$ cat src/rtl/axiuart_uart_pkg.sv
// Shared types and constants for the oversampled UART receiver.
package axiuart_uart_pkg;

  localparam int unsigned OVERSAMPLE = 16;
  localparam int unsigned TICK_W     = $clog2(OVERSAMPLE);

  localparam logic [TICK_W-1:0] MID_TICK_LO  = TICK_W'(7);
  localparam logic [TICK_W-1:0] MID_TICK_MID = TICK_W'(8);
  localparam logic [TICK_W-1:0] MID_TICK_HI  = TICK_W'(9);
  localparam logic [TICK_W-1:0] LAST_TICK    = TICK_W'(OVERSAMPLE - 1);

  typedef enum logic [2:0] {
    IDLE,
    START,
    DATA,
    STOP,
    BREAK
  } rx_state_t;

  function automatic logic maj3(input logic a, input logic b, input logic c);
    return (a & b) | (a & c) | (b & c);
  endfunction

endpackage

$ cat src/rtl/uart_rx_fifo.sv
// Synchronous show-ahead FIFO with occupancy count; head reads as zero when empty.
module uart_rx_fifo #(
  parameter int unsigned DEPTH = 16,
  parameter int unsigned WIDTH = 8
) (
  input  logic                     clk,
  input  logic                     rst_n,
  input  logic                     push,
  input  logic [WIDTH-1:0]         din,
  input  logic                     pop,
  output logic [WIDTH-1:0]         dout,
  output logic                     empty,
  output logic                     push_ok,
  output logic [$clog2(DEPTH):0]   count
);

  localparam int unsigned AW = $clog2(DEPTH);

  logic [WIDTH-1:0] mem [DEPTH];
  logic [AW-1:0]    wr_ptr;
  logic [AW-1:0]    rd_ptr;
  logic             full;
  logic             pop_ok;

  assign empty   = (count == '0);
  assign full    = (count == (AW+1)'(DEPTH));
  assign pop_ok  = pop & ~empty;
  // When full, a simultaneous pop frees the slot the write lands in.
  assign push_ok = push & (~full | pop_ok);
  assign dout    = empty ? '0 : mem[rd_ptr];

  always_ff @(posedge clk) begin
    if (push_ok) mem[wr_ptr] <= din;
  end

  always_ff @(posedge clk or negedge rst_n) begin
    if (!rst_n) begin
      wr_ptr <= '0;
      rd_ptr <= '0;
      count  <= '0;
    end else begin
      if (push_ok) wr_ptr <= wr_ptr + AW'(1);
      if (pop_ok)  rd_ptr <= rd_ptr + AW'(1);
      case ({push_ok, pop_ok})
        2'b10:   count <= count + (AW+1)'(1);
        2'b01:   count <= count - (AW+1)'(1);
        default: count <= count;
      endcase
    end
  end

endmodule

$ cat src/rtl/uart_rx_oversample.sv
// 16x oversampled UART receiver: synchroniser, tick generator, framing FSM,
// RX byte FIFO and hysteretic RTS flow control.
module uart_rx_oversample
  import axiuart_uart_pkg::*;
#(
  parameter int unsigned FIFO_DEPTH = 16,
  parameter int unsigned RTS_MARGIN = 4
) (
  input  logic                         clk,
  input  logic                         rst,
  input  logic                         uart_rx,
  input  logic [15:0]                  baud_divisor,
  input  logic                         rx_ready,
  output logic [7:0]                   rx_data,
  output logic                         rx_valid,
  output logic                         rx_error,
  output logic                         byte_received,
  output logic                         rx_overflow,
  output logic [$clog2(FIFO_DEPTH):0]  fifo_count,
  output logic                         uart_rts_n
);

  localparam int unsigned CNT_W = $clog2(FIFO_DEPTH) + 1;

  logic rx_meta, rx_sync, rx_prev, fall;

  always_ff @(posedge clk or negedge rst) begin
    if (!rst) begin
      rx_meta <= 1'b1;
      rx_sync <= 1'b1;
      rx_prev <= 1'b1;
    end else begin
      rx_meta <= uart_rx;
      rx_sync <= rx_meta;
      rx_prev <= rx_sync;
    end
  end

  assign fall = rx_prev & ~rx_sync;

  rx_state_t          state;
  logic [15:0]        div_lat, div_cnt, tick_limit;
  logic               tick, start_edge;

  assign start_edge = (state == IDLE) && fall;

  always_comb begin
    tick_limit = '0;
    if (div_lat > 16'd1) tick_limit = div_lat - 16'd1;
  end

  assign tick = (div_cnt == tick_limit);

  // Divisor is latched only at wrap so a change never produces a short tick.
  always_ff @(posedge clk or negedge rst) begin
    if (!rst) begin
      div_cnt <= '0;
      div_lat <= '0;
    end else if (start_edge) begin
      div_cnt <= '0;
    end else if (tick) begin
      div_cnt <= '0;
      div_lat <= baud_divisor;
    end else begin
      div_cnt <= div_cnt + 16'd1;
    end
  end

  logic [TICK_W-1:0] tick_cnt;
  logic [2:0]        bit_cnt;
  logic              s_lo, s_mid, vote, at_vote;
  logic [7:0]        shreg;
  logic              push, push_ok;

  assign vote    = maj3(s_lo, s_mid, rx_sync);
  assign at_vote = tick && (tick_cnt == MID_TICK_HI);
  assign push    = (state == STOP) && at_vote && vote;

  always_ff @(posedge clk or negedge rst) begin
    if (!rst) begin
      state         <= IDLE;
      tick_cnt      <= '0;
      bit_cnt       <= '0;
      s_lo          <= 1'b1;
      s_mid         <= 1'b1;
      shreg         <= '0;
      rx_error      <= 1'b0;
      byte_received <= 1'b0;
      rx_overflow   <= 1'b0;
    end else begin
      rx_error      <= 1'b0;
      byte_received <= push_ok;
      rx_overflow   <= push & ~push_ok;
      if (tick) begin
        tick_cnt <= tick_cnt + TICK_W'(1);
        if (tick_cnt == MID_TICK_LO)  s_lo  <= rx_sync;
        if (tick_cnt == MID_TICK_MID) s_mid <= rx_sync;
      end
      case (state)
        IDLE: begin
          if (fall) begin
            tick_cnt <= '0;
            bit_cnt  <= '0;
            state    <= START;
          end
        end
        START: begin
          if (at_vote && vote) state <= IDLE;
          else if (tick && tick_cnt == LAST_TICK) state <= DATA;
        end
        DATA: begin
          if (at_vote) shreg <= {vote, shreg[7:1]};
          if (tick && tick_cnt == LAST_TICK) begin
            bit_cnt <= bit_cnt + 3'd1;
            if (bit_cnt == 3'd7) state <= STOP;
          end
        end
        STOP: begin
          if (at_vote) begin
            if (vote) begin
              state <= IDLE;
            end else begin
              rx_error <= 1'b1;
              state    <= BREAK;
            end
          end
        end
        BREAK: begin
          if (rx_sync) state <= IDLE;
        end
        default: state <= IDLE;
      endcase
    end
  end

  logic fifo_empty;

  uart_rx_fifo #(
    .DEPTH (FIFO_DEPTH),
    .WIDTH (8)
  ) u_fifo (
    .clk     (clk),
    .rst_n   (rst),
    .push    (push),
    .din     (shreg),
    .pop     (rx_ready),
    .dout    (rx_data),
    .empty   (fifo_empty),
    .push_ok (push_ok),
    .count   (fifo_count)
  );

  assign rx_valid = ~fifo_empty;

  always_ff @(posedge clk or negedge rst) begin
    if (!rst) begin
      uart_rts_n <= 1'b1;
    end else if (fifo_count >= CNT_W'(FIFO_DEPTH - RTS_MARGIN)) begin
      uart_rts_n <= 1'b1;
    end else if (fifo_count <= CNT_W'(RTS_MARGIN)) begin
      uart_rts_n <= 1'b0;
    end
  end

endmodule

$ cat config.mk
export PLATFORM = sky130hd
export DESIGN_NAME = uart_rx_oversample
export DESIGN_NICKNAME = d
export VERILOG_FILES = /design/src/rtl/axiuart_uart_pkg.sv /design/src/rtl/uart_rx_fifo.sv /design/src/rtl/uart_rx_oversample.sv
export SDC_FILE = /design/constraint.sdc
export NUM_CORES = 1
export LEC_CHECK = 0
export BUFFER_PORTS_ARGS = -buffer_cell sky130_fd_sc_hd__buf_4
export CAP_MARGIN = 20
export CORE_AREA = 5 5 131 133
export CTS_CLUSTER_SIZE = 40
export DETAILED_ROUTE_END_ITERATION = 16
export DIE_AREA = 0 0 136 138
export PLACE_DENSITY = 0.77
export SYNTH_ARGS = -nofsm -noshare
export SYNTH_HDL_FRONTEND = slang
export SYNTH_HIERARCHICAL = 1
export SYNTH_SLANG_ARGS = --single-unit
export TNS_END_PERCENT = 5
$ cat constraint.sdc
create_clock -name clk -period 7.42 [get_ports clk]
set_clock_uncertainty 0.15 [all_clocks]
set_input_delay 1.484 -clock clk [delete_from_list [all_inputs] [get_ports clk]]
set_output_delay 1.484 -clock clk [all_outputs]
set_load 0.01 [all_outputs]
=== Word level (Yosys, flattened, before mapping) ===
Memory sizes are Yosys's and may differ from the RTL's.
Cells that the tools add are included.

* $add $sub $neg: 8
* Order comparisons: 3
* Eq/ne operators: 19
* Multiplexer cells: 27
* Bitwise logic cells: 15
* Reductions and logical operators: 17

{| class="wikitable"
|+ Operators by type and width
! cell !! number
|-
| 2-to-1 mux 16 bit || 3
|-
| 2-to-1 mux 3 bit || 10
|-
| adder 16 x 1 -> 16 bit, second input constant || 1
|-
| == test 16 bit || 1
|-
| > comparator 16 x 1 -> 1 bit, second input constant || 1
|-
| subtractor 16 x 1 -> 16 bit, second input constant || 1
|-
| one-hot mux 3 bit (5 select lines) || 1
|-
| adder 4 x 1 -> 4 bit, second input constant || 3
|-
| == test 4 bit, second input constant || 3
|-
| 2-to-1 mux 4 bit || 3
|-
| inequality test 2 bit, second input constant || 5
|-
| one-hot mux 5 bit (2 select lines) || 1
|-
| 2-to-1 mux 8 bit || 1
|-
| AND reduction 2 bit || 4
|-
| bitwise AND 1 bit || 7
|-
| 2-to-1 mux 1 bit || 7
|-
| == test 3 x 2 -> 1 bit, second input constant || 2
|-
| == test 3 bit, second input constant || 2
|-
| logical AND 1 bit || 6
|-
| one-hot mux 3 bit (2 select lines) || 1
|-
| AND reduction 6 bit || 1
|-
| nonzero test 2 bit || 3
|-
| adder 5 x 1 -> 5 bit, second input constant || 1
|-
| == test 5 bit, second input constant || 1
|-
| other kinds (14) || 20
|}

* Bits in registers: 72
* Bits in writable memories: 128
* Input port bits: 20
* Output and inout port bits: 18
* Logic and storage cells: 108
* Memories: 1

{| class="wikitable"
|+ Memories
! memory !! depth !! bits a word !! read ports !! clocked after Yosys merged registers in !! write ports !! RTL line !! text
|-
| u_fifo.mem || 16 || 8 || 1 || 0 || 1 || uart_rx_fifo.sv:19 || <nowiki>logic [WIDTH-1:0] mem [DEPTH];</nowiki>
|}

=== Depth between registers and ports, before layout ===
Gate-level depths: netlist of the first run.

* Depth after elaboration: 9
* Gate-level depth with buffers: 20
* Mapped depth without buffers: 18

=== Hierarchy ===
The synthesis of the first run kept the hierarchy.

{| class="wikitable"
|+ By module, submodules not included
! module !! instances !! cells each !! area an instance (um^2) !! sequential area each (um^2)
|-
| uart_rx_fifo || 1 || 301 || 5,825.6 || 4,169.0
|-
| uart_rx_oversample || 1 || 352 || 3,478.3 || 1,483.9
|}

=== Worst setup path after synthesis of the first run ===
No wires, ideal clock.

* Kind: flip-flop to flip-flop
* From: register div_lat[2]
* To: register u_fifo.count[4]
* Setup time: 88 ps
* Data arrival time: 4,859 ps
* Required time: 7,182 ps
* Slack: 2,323 ps
* Cell stages (with the launch flop): 20
* Clock period less this slack: 5,097 ps
* Cell sequence: dfrtp_1 -> buf_2 -> or4_1 -> buf_2 -> or4_4 -> or2_0 -> clkbuf_1 -> or3_1 -> o311ai_1 -> nand3_1 -> or2_2 -> nor3_1 -> inv_1 -> nand2b_1 -> inv_1 -> ha_1 -> nand2b_1 -> a2111o_1 -> o31a_2 -> o211ai_1

* Cells in the longest elaborated chain, start to end: 9
* Elaborated cells on any way between the ends: 12
* Those cells by class: add/sub: 1; order compare: 1; eq/ne: 3; mux: 2; bitwise: 1; reduce/logical: 4

{| class="wikitable"
|+ RTL lines
! item !! RTL line !! text
|-
| from (decl) || uart_rx_oversample.sv:42 || <nowiki>logic [15:0] div_lat, div_cnt, tick_limit;</nowiki>
|-
| from (signal assigned) || uart_rx_oversample.sv:63 || <nowiki>div_lat <= baud_divisor;</nowiki>
|-
| subtractor 16 x 1 -> 16 bit or > comparator 16 x 1 -> 1 bit (tied branches) || uart_rx_oversample.sv:49 || <nowiki>if (div_lat > 16'd1) tick_limit = div_lat - 16'd1;</nowiki>
|-
| 2-to-1 mux 16 bit (*) || uart_rx_oversample.sv:49 ||
|-
| == test 16 bit (*) || uart_rx_oversample.sv:52 || <nowiki>assign tick = (div_cnt == tick_limit);</nowiki>
|-
| logical AND 1 bit (*) || uart_rx_oversample.sv:76 || <nowiki>assign at_vote = tick && (tick_cnt == MID_TICK_HI);</nowiki>
|-
| logical AND 1 bit (*) (2 in a row) || uart_rx_oversample.sv:77 || <nowiki>assign push = (state == STOP) && at_vote && vote;</nowiki>
|-
| via push || uart_rx_oversample.sv:73 || <nowiki>logic push, push_ok;</nowiki>
|-
| bitwise AND 1 bit (*) || uart_rx_fifo.sv:29 || <nowiki>assign push_ok = push & (~full | pop_ok);</nowiki>
|-
| == test 2 x 1 -> 1 bit or == test 2 bit (tied branches) || uart_rx_fifo.sv:44 || <nowiki>case ({push_ok, pop_ok})</nowiki>
|-
| one-hot mux 5 bit (2 select lines) or nonzero test 2 bit (tied branches) || n/a ||
|-
| to (signal assigned) || uart_rx_fifo.sv:45 || <nowiki>2'b10: count <= count + (AW+1)'(1);</nowiki>
|-
| to (signal assigned) || uart_rx_fifo.sv:46 || <nowiki>2'b01: count <= count - (AW+1)'(1);</nowiki>
|-
| to (signal assigned) || uart_rx_fifo.sv:47 || <nowiki>default: count <= count;</nowiki>
|-
| to (decl) || uart_rx_fifo.sv:14 || <nowiki>output logic [$clog2(DEPTH):0] count</nowiki>
|}

The timed path passes the listed nets; every way through them passes the cells marked *.
A chain may end at the register's enable or synchronous reset.

=== Worst setup path after layout of the first run ===
* From: register div_lat[4]
* To: register u_fifo.count[3]

The elaborated chain is that of the path after synthesis.

==> results of run 1 <==
## cell type report
cell class              instances  area share
clock buffers                  18      0.0416
clock inverters                14      0.0125
inverters                      30      0.0109
multi-input cells             393       0.328
flip-flops and latches        200       0.547
well taps                     216      0.0262
repair buffers                 46      0.0332
## cells in the final DEF, fill, tap and decap left out, drive strengths merged, types with 3 or more instances in the layout
cell type / synthesis / routed
and3: 10 / 10
clkinv: 0 / 3
a31oi: 3 / 3
mux2i: 15 / 15
nor4: 18 / 18
edfxtp: 128 / 128
mux4: 32 / 32
nor3: 10 / 10
a21oi: 6 / 6
or2: 6 / 6
nand3b: 6 / 6
nand3: 16 / 16
xor2: 13 / 13
or3: 5 / 5
clkbuf: 17 / 19
nor2b: 10 / 10
a211oi: 16 / 16
nor2: 41 / 41
mux2: 29 / 29
o21ai: 17 / 17
ha: 16 / 16
and2: 8 / 8
a21boi: 4 / 4
o31ai: 5 / 5
dfstp: 6 / 6
or4: 10 / 10
xnor2: 23 / 23
dfrtp: 66 / 66
buf: 13 / 45
nand4: 6 / 6
nand2b: 4 / 4
nand2: 26 / 26
inv: 30 / 39
o211ai: 5 / 5
## worst reg2reg max path: stages, from the launching register on
cell      delay [ns]
dfrtp_1         0.43
or4_1           0.72
or4_4           0.56
or2_0           0.35
or3_1           0.36
o311ai_1        0.17
nand3_1         0.37
or2_2           0.42
nor3_1          0.76
inv_1           0.18
nand2b_1        0.17
inv_1           0.09
ha_1            0.28
a21o_2          0.22
a21oi_1         0.18
xnor2_1         0.10
mux2_1          0.33
## flip-flops by register name, indices dropped and copies added (netlist names), 3 cells and up
| signal | count |
|---|---|
| u_fifo/mem | 128 |
| div_cnt | 16 |
| div_lat | 16 |
| shreg | 8 |
| u_fifo/count | 5 |
| tick_cnt | 4 |
| u_fifo/rd_ptr | 4 |
| u_fifo/wr_ptr | 4 |
| bit_cnt | 3 |
| state | 3 |
## per-layer routing
metal / vias up / routed length, um
li1: 2557 / -
met1: 2821 / 7640
met2: 167 / 9130
met3: 28 / 868
met4: 0 / 326
met5: - / 0
## cells by family (layout without fill, tap and decap cells)
logic type / after synthesis / after routing / synth area share
muxes: 76 / 76 / 0.129
buffers and inverters: 60 / 108 / 0.0281
AOI/OAI and AO/OA: 78 / 78 / 0.0621
and+or+nand+nor: 184 / 184 / 0.114
DFF: 200 / 200 / 0.608
adders and majority gates: 19 / 19 / 0.0258
xor gates and xnor gates: 36 / 36 / 0.0339
## power breakdown
part / switching, mW / total [mW] / internal (mW)
clock network: 0.427 / 0.871 / 0.444
logic: 0.308 / 0.577 / 0.269
registers: 0.0924 / 1.32 / 1.23
## through the flow
| step | cell area [sq um] | worst slack (ns) |
|---|---|---|
| 6_report | 10300 | 1.47 |
| 5_1_grt | 10300 | 1.11 |
| 4_1_cts | 10300 | 1.38 |
| 3_5_place_dp | 9760 | 1.43 |
| 3_3_place_gp | 9760 | 1.68 |
| 2_1_floorplan | 9300 | 2.32 |
## worst paths after layout
path,cells after the start,to,from
worst min-delay path,0,rx_sync,rx_meta
worst min register to register,0,rx_sync,rx_meta
worst max register to register,16,u_fifo/count[3],div_lat[4]
worst max-delay path,16,u_fifo/count[3],div_lat[4]
min in group asynchronous,1,div_lat[13],rst
max in group asynchronous,1,shreg[6],rst
==> summary.txt, run 1 <==
Outcome
  – Status: finished clean

Finish
  – Register area: 5650 sq um
  – P&R area growth vs syn: 11.0%
  – Multi-input logic area: 3390 sq um
  – Number of diodes: 0
  – Layout cells sized above 1: 0.215
  – Nets: 725
  – Final core utilization: 0.657
  – Finished Layout Cells: 917
  – Fillers: 1,139

STA
  – Setup Total Neg Slack: 0 ns
  – Fmax: 0.168 GHz
  – Hold Fails Final Rpt: 0
  – Fin. max-slew vios: 0
  – Minimum clock period: 5.95 ns
  – Final setup violation count: 0
  – Max_slew headroom: 0.298
  – Hold Slack: 0.204 ns
  – RSZ-0062 raised after global routing: false
  – Slew @ Worst Pin: 1.05 ns
  – Tcrit/Tclk final: 0.802

Clock tree
  – Clock root cell: clkbuf_16
  – Worst-Skew Late Latency: 0.43 ns
  – Clock Tree Buf Depth: 2
  – CTS clk-pin slew, worst paths: 0.07 ns
  – CTS buffer count: 17
  – Cts hold-fix bufs: 0
  – Htree depth: 4
  – Post-CTS Setup Inserts: 0
  – Post_cts resized: 0
  – Sink Count: 200
  – CTS tree: done

Synthesis
  – Post-synthesis async set-or-reset flop share: 0.360
  – Syn_nets: 690
  – Top-area cell type share of the netlist area: 0.413
  – Ys flop type: edfxtp_1
  – Synth area leaders: edfxtp_1 (41%), dfrtp_1 (18%), mux4_2 (7.7%)
  – Avg Inst Size Synth: 14.2 sq um
  – Seq cells post-synth: 200
  – YS warnings: 6
  – Post-synth top cells: edfxtp_1 (128), dfrtp_1 (66), nor2_1 (40)
  – Sequential area share after synthesis: 0.608
  – Mapped Cells: 653
  – Synth unique cells: 74
  – Number of synthesized flops with an enable pin: 128
  – Synthesized area: 9300 sq um
  – Most common cell in the netlist: edfxtp_1
  – Synth area leader: edfxtp_1

Global routing
  – GR Util met1: 0.274
  – GRT overflow: 0
  – Met3 Track Usage GR: 0.0392
  – Initial antenna violation count: 0
  – Met2 Usage GRT: 0.325
  – First-pass GRT wire length: 29.2 mm
  – Largest net degree at the start of global routing: 73
  – Vias in the first global route: 5,494
  – Grt peak-use layer: met2
  – All-Layer GR Usage: 0.199

Floorplan
  – Starting density of the core: 0.592
  – Core ar.: 15,700 sq um
  – DIE WIDTH: 136 um
  – Die area: 18,800 sq um
  – Row count: 46
  – # IOs: 38
  – Die H: 138 um

Worst setup path
  – WS Path Type: reg2reg
  – CP most frequent cell: inv_1
  – Crit path buffers/inverters: 2
  – Critical path startpoint category: flip-flop
  – Critical Path Slowest Stage Cell: nor3_1
  – Crit path capture type: flip-flop
  – Worst path cell trace: or4_1 -> or4_4 -> or2_0 -> or3_1 -> o311ai_1 -> nand3_1 -> or2_2 -> nor3_1 -> inv_1 -> nand2b_1 -> inv_1 -> ha_1 -> a21o_2 -> a21oi_1 -> xnor2_1 -> mux2_1
  – Crit path arrival time: 6.10 ns
  – Crit path max-delay family: simple AND/OR/NAND/NOR gates
  – CP required: 7.57 ns
  – Worst Path Max Fanout: 9
  – R2r setup slk: 1.47 ns
  – Slowest Stage Delay on Critical Path: 0.76 ns

Routing
  – Drt pass-1 iters: 5
  – Drt wl/cell: 19.6 um
  – Vias per inst: 6.08
  – Initial drt markers: 397
  – Routed WL: 18.0 mm
  – Drt drc: 0
  – Final ANT Viol Nets: 0
  – Total number of vias: 5,573

Min path
  – Worst Hold Class: reg2reg

Place
  – RD Place Congestion: 0.885
  – Dpl hpwl: 12.1 mm
  – Port Buffers: 37
  – Placed cell count: 883

Pwr
  – Worst VDD drop: 0.178 mV
  – Total power: 2.77 mW
  – Power density cells: 268 nW/um^2
  – Leakage power total: 4.11 nW

Job
  – Max_cap viols: 0
Note: power is estimated with default switching activity, not from simulation.
==> inputs of run 2 (changes only) <==
--- a/config.mk
+++ b/config.mk
@@ -5,13 +5,14 @@
 export SDC_FILE = /design/constraint.sdc
 export NUM_CORES = 1
 export LEC_CHECK = 0
+export ABC_AREA = 1
 export BUFFER_PORTS_ARGS = -buffer_cell sky130_fd_sc_hd__buf_4
 export CAP_MARGIN = 20
-export CORE_AREA = 5 5 131 133
+export CORE_AREA = 5 5 138 140
 export CTS_CLUSTER_SIZE = 40
 export DETAILED_ROUTE_END_ITERATION = 16
-export DIE_AREA = 0 0 136 138
-export PLACE_DENSITY = 0.77
+export DIE_AREA = 0 0 143 145
+export PLACE_DENSITY = 0.75
 export SYNTH_ARGS = -nofsm -noshare
 export SYNTH_HDL_FRONTEND = slang
 export SYNTH_HIERARCHICAL = 1
==> constraint.sdc (replaced) <==
create_clock -name clk -period 4.9 [get_ports clk]
set_clock_uncertainty 0.15 [all_clocks]
set_input_delay 0.98 -clock clk [delete_from_list [all_inputs] [get_ports clk]]
set_output_delay 0.98 -clock clk [all_outputs]
set_load 0.01 [all_outputs]
==> summary.txt, run 2 <==
Clock tree
  – Post-CTS Setup Inserts: 0 (unchanged)
  – Cts hold-fix bufs: 0 (unchanged)
  – Clock Tree Buf Depth: 2 (unchanged)
  – Clock root cell: clkbuf_16
  – Sink Count: 200 (unchanged)
  – Htree depth: 4 (unchanged)
  – Post_cts resized: 0 (unchanged)
  – CTS tree: done
  – CTS clk-pin slew, worst paths: 0.08 ns (about the same)
  – Worst-Skew Late Latency: 0.44 ns (about the same)
  – CTS buffer count: 17 (unchanged)

STA
  – Fin. max-slew vios: 0 (unchanged)
  – Final setup margin: 0.626 ns (-0.846 ns)
  – Final setup violation count: 0 (unchanged)
  – Setup Total Neg Slack: 0 ns (unchanged)
  – Tcrit/Tclk final: 0.872 (+0.0707)
  – Max_slew headroom: 0.391 (+0.0933)
  – Minimum clock period: 4.27 ns (-1.67 ns)
  – Slew @ Worst Pin: 0.913 ns (-0.132 ns)
  – Fmax: 0.234 GHz (+39%)
  – RSZ-0062 raised after global routing: false
  – Hold Fails Final Rpt: 0 (unchanged)

Finish
  – Max FFs per register: 128 (unchanged)
  – Layout cells sized above 1: 0.124 (-0.0914)
  – Biggest register: u_fifo/mem
  – Register area: 5650 sq um (about the same)
  – Multi-input logic area: 3480 sq um (+2.7%)
  – Fillers: 1,487 (+31%)
  – Commonest non-fill, non-tap cell in the layout: nand2_1
  – P&R area growth vs syn: 11.3%
  – Nets: 1,113 (+54%)
  – Number of diodes: 0 (unchanged)
  – Most frequent cells in the layout: nand2_1 (308), nand3_1 (142), edfxtp_1 (128)
  – Largest regs: u_fifo/mem (128), div_cnt (16), div_lat (16)

Worst setup path
  – CP Launch Point: div_lat[0]
  – CP required: 5.08 ns (-2.49 ns)
  – Crit path arrival time: 4.45 ns (-1.65 ns)
  – Worst Path Max Fanout: 24 (+15)
  – Worst r2r src: div_lat[0]
  – WS Path Type: reg2reg
  – Crit path capture type: flip-flop
  – Critical path startpoint category: flip-flop

Routing
  – Drt wl/cell: 15.4 um (-21%)
  – Routed WL: 20.3 mm (+13%)
  – Vias per inst: 5.41 (-11%)
  – Initial drt markers: 591 (+49%)
  – Drt pass-1 iters: 5 (unchanged)
  – Final ANT Viol Nets: 0 (unchanged)
  – Total number of vias: 7,125 (+28%)
  – Drt drc: 0 (unchanged)

Synthesis
  – Post-synthesis async set-or-reset flop share: 0.360 (unchanged)
  – Synthesized area: 9700 sq um (+4.2%)
  – Syn_nets: 1,071 (+55%)
  – Sequential area share after synthesis: 0.583 (-0.0248)
  – YS warnings: 6 (unchanged)
  – Synth unique cells: 44 (-41%)
  – Synth area leaders: edfxtp_1 (40%), dfrtp_1 (17%), nand2_1 (12%)
  – Post-synth top cells: nand2_1 (309), nand3_1 (142), edfxtp_1 (128)
  – Mapped Cells: 1,034 (+58%)
  – Seq cells post-synth: 200 (unchanged)
  – Avg Inst Size Synth: 9.38 sq um (-34%)
  – Synth area leader: edfxtp_1
  – Number of synthesized flops with an enable pin: 128 (unchanged)
  – Top-area cell type share of the netlist area: 0.396 (-0.0168)
  – Ys flop type: edfxtp_1
  – Most common cell in the netlist: nand2_1

Outcome
  – Status: finished clean

Floorplan
  – Starting density of the core: 0.547 (-0.0447)
  – Die H: 145 um (+5.1%)
  – # IOs: 38 (unchanged)
  – Core ar.: 17,700 sq um (+13%)
  – DIE WIDTH: 143 um (+5.1%)
  – Row count: 49 (+6.5%)
  – Die area: 20,700 sq um (+10%)

Global routing
  – Initial antenna violation count: 0 (unchanged)
  – Largest net degree at the start of global routing: 73 (unchanged)
  – All-Layer GR Usage: 0.207 (+0.00755)
  – Vias in the first global route: 7,009 (+28%)
  – First-pass GRT wire length: 34.4 mm (+18%)
  – GRT overflow: 0 (unchanged)

Place
  – Setup WS pre-CTS: 0.470 ns (-0.956 ns)
  – RD Place Congestion: 0.883 (-0.20%)
  – Port Buffers: 37 (unchanged)
  – Dpl hpwl: 13.3 mm (+9.6%)

Job
  – Max_cap viols: 0 (unchanged)

Min path
  – Hold path startpoint: rx_meta
  – Worst Hold Class: reg2reg

Pwr
  – Power density cells: 448 nW/um^2 (+67%)
  – Leakage power total: 4.73 nW (+15%)
  – Worst VDD drop: 0.269 mV (+51%)
## run 2: cell count changes in the layout (fill, tap and decap cells not counted), sizes merged, moves of 11 or more
cell	before	now
nand2	26	315
nand3	16	152
nor2	41	96
inv	39	86
mux4	32	0
a21oi	6	33
mux2	29	2
xnor2	23	1
nand4	6	24
a211oi	16	1
mux2i	15	0
buf	45	59
nor4	18	7
## run 2: per-stage QoR
| step | power, mW | hold WS (ns) | util | instances | instance area (sq um) |
|---|---|---|---|---|---|
| finish | 4.84 | 0.208 | 0.609 | 1318 | 10800 |
| global placement | 3.42 | 0.195 | 0.574 | 1285 | 10200 |
| floorplan | 3.08 | 0.195 | - | 1034 | 9700 |
| CTS | 4.84 | 0.209 | 0.608 | 1317 | 10800 |
| global route | 5.15 | 0.214 | 0.609 | 1318 | 10800 |
| detailed placement | 3.44 | 0.197 | 0.574 | 1285 | 10200 |
## run 2: logic make-up after synthesis
logic type | share of synthesized area
buf+inv | 0.0586
fa+ha+maj | 0.0227
flops | 0.583
mux | 0.00232
simple gates | 0.284
xor+xnor | 0.0161
compound gates | 0.0330
## run 2: report_power, final
part | internal, mW | leakage, nW | total (mW) | switching, mW
clock | 0.698 | 0.297 | 1.40 | 0.707
sequential | 1.88 | 2.39 | 1.98 | 0.105
combinational | 0.505 | 2.04 | 1.45 | 0.949
total | 3.08 | 4.73 | 4.84 | 1.76
## run 2: metal layers
metal / routed length [um] / GRT usage
met1: 8710 / 0.279
met2: 10300 / 0.345
met4: 329 / 0.0570
met5: 0 / 0
met3: 958 / 0.0385
## run 2: worst paths after layout
path | endpoint | cells past startpoint | slack [ns]
max | u_fifo/count[4] | 27 | 0.63
min | rx_sync | 0 | 0.21
max reg2reg | u_fifo/count[4] | 27 | 0.63
min reg2reg | rx_sync | 0 | 0.21
max in group asynchronous | u_fifo/rd_ptr[0] | 1 | 3.43
min in group asynchronous | div_lat[5] | 1 | 0.52
## run 2: layout make-up
type                       count  area share
multi-input combinational    716       0.322
sequential                   200       0.524
clock inverter                15      0.0173
tap                          229      0.0265
inverter                      82      0.0286
timing repair buffer          59      0.0422
clock buffer                  17      0.0394
## run 2: critical path, cell delays in order, from the launching register on
cell	delay [ns]
dfrtp_1	0.38
inv_1	0.17
ha_1	0.25
inv_1	0.05
nand2_1	0.05
nand2_1	0.04
nor2_1	0.11
nand2_2	0.27
buf_4	0.31
nand4_1	0.10
nand2_1	0.08
nor2_1	0.12
nand4_1	0.11
nor3_1	0.28
nand3_1	0.14
nor2_1	0.19
inv_1	0.13
nand3_2	0.17
inv_1	0.10
ha_1	0.32
nand2_1	0.10
nand2_1	0.06
a21oi_1	0.17
inv_1	0.06
nand2_1	0.08
nand2_1	0.06
nand2_1	0.05
nand2_1	0.05
==> inputs of run 3 (changes only) <==
--- a/config.mk
+++ b/config.mk
@@ -8,11 +8,12 @@
 export ABC_AREA = 1
 export BUFFER_PORTS_ARGS = -buffer_cell sky130_fd_sc_hd__buf_4
 export CAP_MARGIN = 20
-export CORE_AREA = 5 5 138 140
+export CORE_AREA = 5 5 134 136
 export CTS_CLUSTER_SIZE = 40
 export DETAILED_ROUTE_END_ITERATION = 16
-export DIE_AREA = 0 0 143 145
-export PLACE_DENSITY = 0.75
+export DIE_AREA = 0 0 139 141
+export GPL_ROUTABILITY_DRIVEN = 0
+export PLACE_DENSITY = 0.76
 export SYNTH_ARGS = -nofsm -noshare
 export SYNTH_HDL_FRONTEND = slang
 export SYNTH_HIERARCHICAL = 1
==> constraint.sdc (replaced) <==
create_clock -name clk -period 4.6 [get_ports clk]
set_clock_uncertainty 0.15 [all_clocks]
set_input_delay 0.92 -clock clk [delete_from_list [all_inputs] [get_ports clk]]
set_output_delay 0.92 -clock clk [all_outputs]
set_load 0.01 [all_outputs]
==> summary.txt, run 3 (synthesized netlist as in run 2, its figures left out) <==
Floorplan
  – Starting density of the core: 0.577 (+0.0294)
  – Die H: 141 um (-2.8%)
  – Row count: 48 (-2.0%)
  – DIE WIDTH: 139 um (-2.8%)
  – Core ar.: 16,800 sq um (-5.1%)
  – # IOs: 38 (unchanged)
  – Die area: 19,600 sq um (-5.5%)

Clock tree
  – Post-CTS Setup Inserts: 0 (unchanged)
  – Clock Tree Buf Depth: 2 (unchanged)
  – Worst-Skew Late Latency: 0.44 ns (about the same)
  – CTS tree: done
  – CTS clk-pin slew, worst paths: 0.08 ns (about the same)
  – Post_cts resized: 0 (unchanged)
  – Htree depth: 4 (unchanged)
  – Cts hold-fix bufs: 0 (unchanged)
  – Sink Count: 200 (unchanged)
  – Clock root cell: clkbuf_16
  – CTS buffer count: 17 (unchanged)

Outcome
  – Status: finished clean

Place
  – Dpl hpwl: 13.0 mm (-2.0%)
  – Setup WS pre-CTS: 0.527 ns (+0.0572 ns)
  – Port Buffers: 37 (unchanged)

Finish
  – Max FFs per register: 128 (unchanged)
  – Most frequent cells in the layout: nand2_1 (309), nand3_1 (142), edfxtp_1 (128)
  – Register area: 5650 sq um (unchanged)
  – Nets: 1,106 (-0.63%)
  – Multi-input logic area: 3480 sq um (about the same)
  – Commonest non-fill, non-tap cell in the layout: nand2_1
  – P&R area growth vs syn: 10.6%
  – Number of diodes: 0 (unchanged)
  – Biggest register: u_fifo/mem
  – Largest regs: u_fifo/mem (128), div_cnt (16), div_lat (16)
  – Fillers: 1,375 (-7.5%)
  – Layout cells sized above 1: 0.116 (-0.00752)

STA
  – Minimum clock period: 4.13 ns (-0.144 ns)
  – Setup Total Neg Slack: 0 ns (unchanged)
  – Fin. max-slew vios: 0 (unchanged)
  – RSZ-0062 raised after global routing: false
  – Hold Fails Final Rpt: 0 (unchanged)
  – Final setup margin: 0.470 ns (-0.156 ns)
  – Tcrit/Tclk final: 0.898 (+0.0256)
  – Max_slew headroom: 0.392 (+0.000779)
  – Fmax: 0.242 GHz (+3.5%)
  – Slew @ Worst Pin: 0.912 ns (-0.00117 ns)
  – Final setup violation count: 0 (unchanged)

Global routing
  – GRT overflow: 0 (unchanged)
  – Initial antenna violation count: 0 (unchanged)
  – First-pass GRT wire length: 33.5 mm (-2.4%)
  – All-Layer GR Usage: 0.213 (+0.00567)
  – Vias in the first global route: 6,831 (-2.5%)
  – Largest net degree at the start of global routing: 73 (unchanged)

Pwr
  – Leakage power total: 4.68 nW (-0.99%)
  – Power density cells: 478 nW/um^2 (+6.6%)
  – Worst VDD drop: 0.277 mV (+2.9%)
  – Total power: 5.13 mW (+6.0%)

Min path
  – Worst Hold Class: reg2reg

Worst setup path
  – Critical path startpoint category: flip-flop
  – Worst path cell trace: inv_1 -> ha_1 -> inv_1 -> nand2_1 -> nand2_1 -> nor2_1 -> nand2_1 -> buf_12 -> nand2_1 -> nand2_1 -> nand2_1 -> nor3b_1 -> nand4_1 -> nor3_1 -> nand3_1 -> nor2_1 -> inv_1 -> nor2_4 -> nand2_1 -> nor2_1
  – Worst Path Max Fanout: 38 (+58%)
  – Crit path max-delay family: simple AND/OR/NAND/NOR gates
  – Critical Path Slowest Stage Cell: nor2_1
  – Crit path buffers/inverters: 4 (-2)
  – CP required: 4.52 ns (-0.56 ns)
  – Crit path capture type: flip-flop
  – CP most frequent cell: nand2_1
  – Slowest Stage Delay on Critical Path: 0.53 ns (+0.15 ns)
  – WS Path Type: reg2reg
  – Crit path arrival time: 4.05 ns (-0.40 ns)

Routing
  – Drt wl/cell: 15.4 um (+0.15%)
  – Drt drc: 0 (unchanged)
  – Routed WL: 20.2 mm (-0.68%)
  – Drt pass-1 iters: 5 (unchanged)
  – Initial drt markers: 592 (+0.17%)
  – Total number of vias: 7,146 (+0.29%)
  – Final ANT Viol Nets: 0 (unchanged)
  – Vias per inst: 5.47 (+1.1%)

Job
  – Max_cap viols: 0 (unchanged)
==> run 3: worst reg2reg max path: cells and delay by family, from the launching register on <==
kind,cells,cell delay [ns]
adders and majority gates,1,0.26
buffers and inverters,4,0.52
DFF,1,0.38
and+or+nand+nor,15,2.43
==> run 3: cell type report <==
class,count,share of cell area
Sequential cell,200,0.527
Multi-Input combinational cell,716,0.324
Clock buffer,18,0.0400
Timing Repair Buffer,52,0.0387
Inverter,82,0.0288
Tap cell,225,0.0262
Clock inverter,14,0.0149
==> run 3: final timing paths <==
path                             from           endpoint  slack (ns)  depth (start not counted)
min reg2reg                   rx_meta            rx_sync        0.21                          0
max reg2reg                div_lat[0]  u_fifo/mem[12][4]        0.47                         20
max                        div_lat[0]  u_fifo/mem[12][4]        0.47                         20
min in group asynchronous         rst         div_lat[3]        0.46                          1
max in group asynchronous         rst   u_fifo/rd_ptr[0]        3.19                          1
min                           rx_meta            rx_sync        0.21                          0
==> run 3: routing by layer <==
layer / wire [um] / vias up / global-route usage
li1: - / 3534 / -
met1: 8650 / 3404 / 0.272
met2: 10300 / 173 / 0.375
met3: 899 / 35 / 0.0315
met4: 355 / 0 / 0.0700
met5: 0 / - / 0
==> run 3: metrics by stage <==
| step | utilization | hold WS [ns] | cell area (sq um) | instances |
|---|---|---|---|---|
| 6_report | 0.638 | 0.207 | 10700 | 1307 |
| 4_1_cts | 0.637 | 0.208 | 10700 | 1306 |
| 3_3_place_gp | 0.602 | 0.196 | 10100 | 1274 |
| 3_5_place_dp | 0.602 | 0.198 | 10100 | 1274 |
| 2_1_floorplan | - | 0.195 | 9700 | 1034 |
| 5_1_grt | 0.638 | 0.211 | 10700 | 1307 |
==> run 3: power breakdown <==
part / leakage, nW / total, mW / internal (mW) / switching [mW]
Sequential: 2.39 / 2.11 / 2.00 / 0.116
Combinational: 2.01 / 1.54 / 0.536 / 1.00
Clock: 0.283 / 1.47 / 0.773 / 0.700
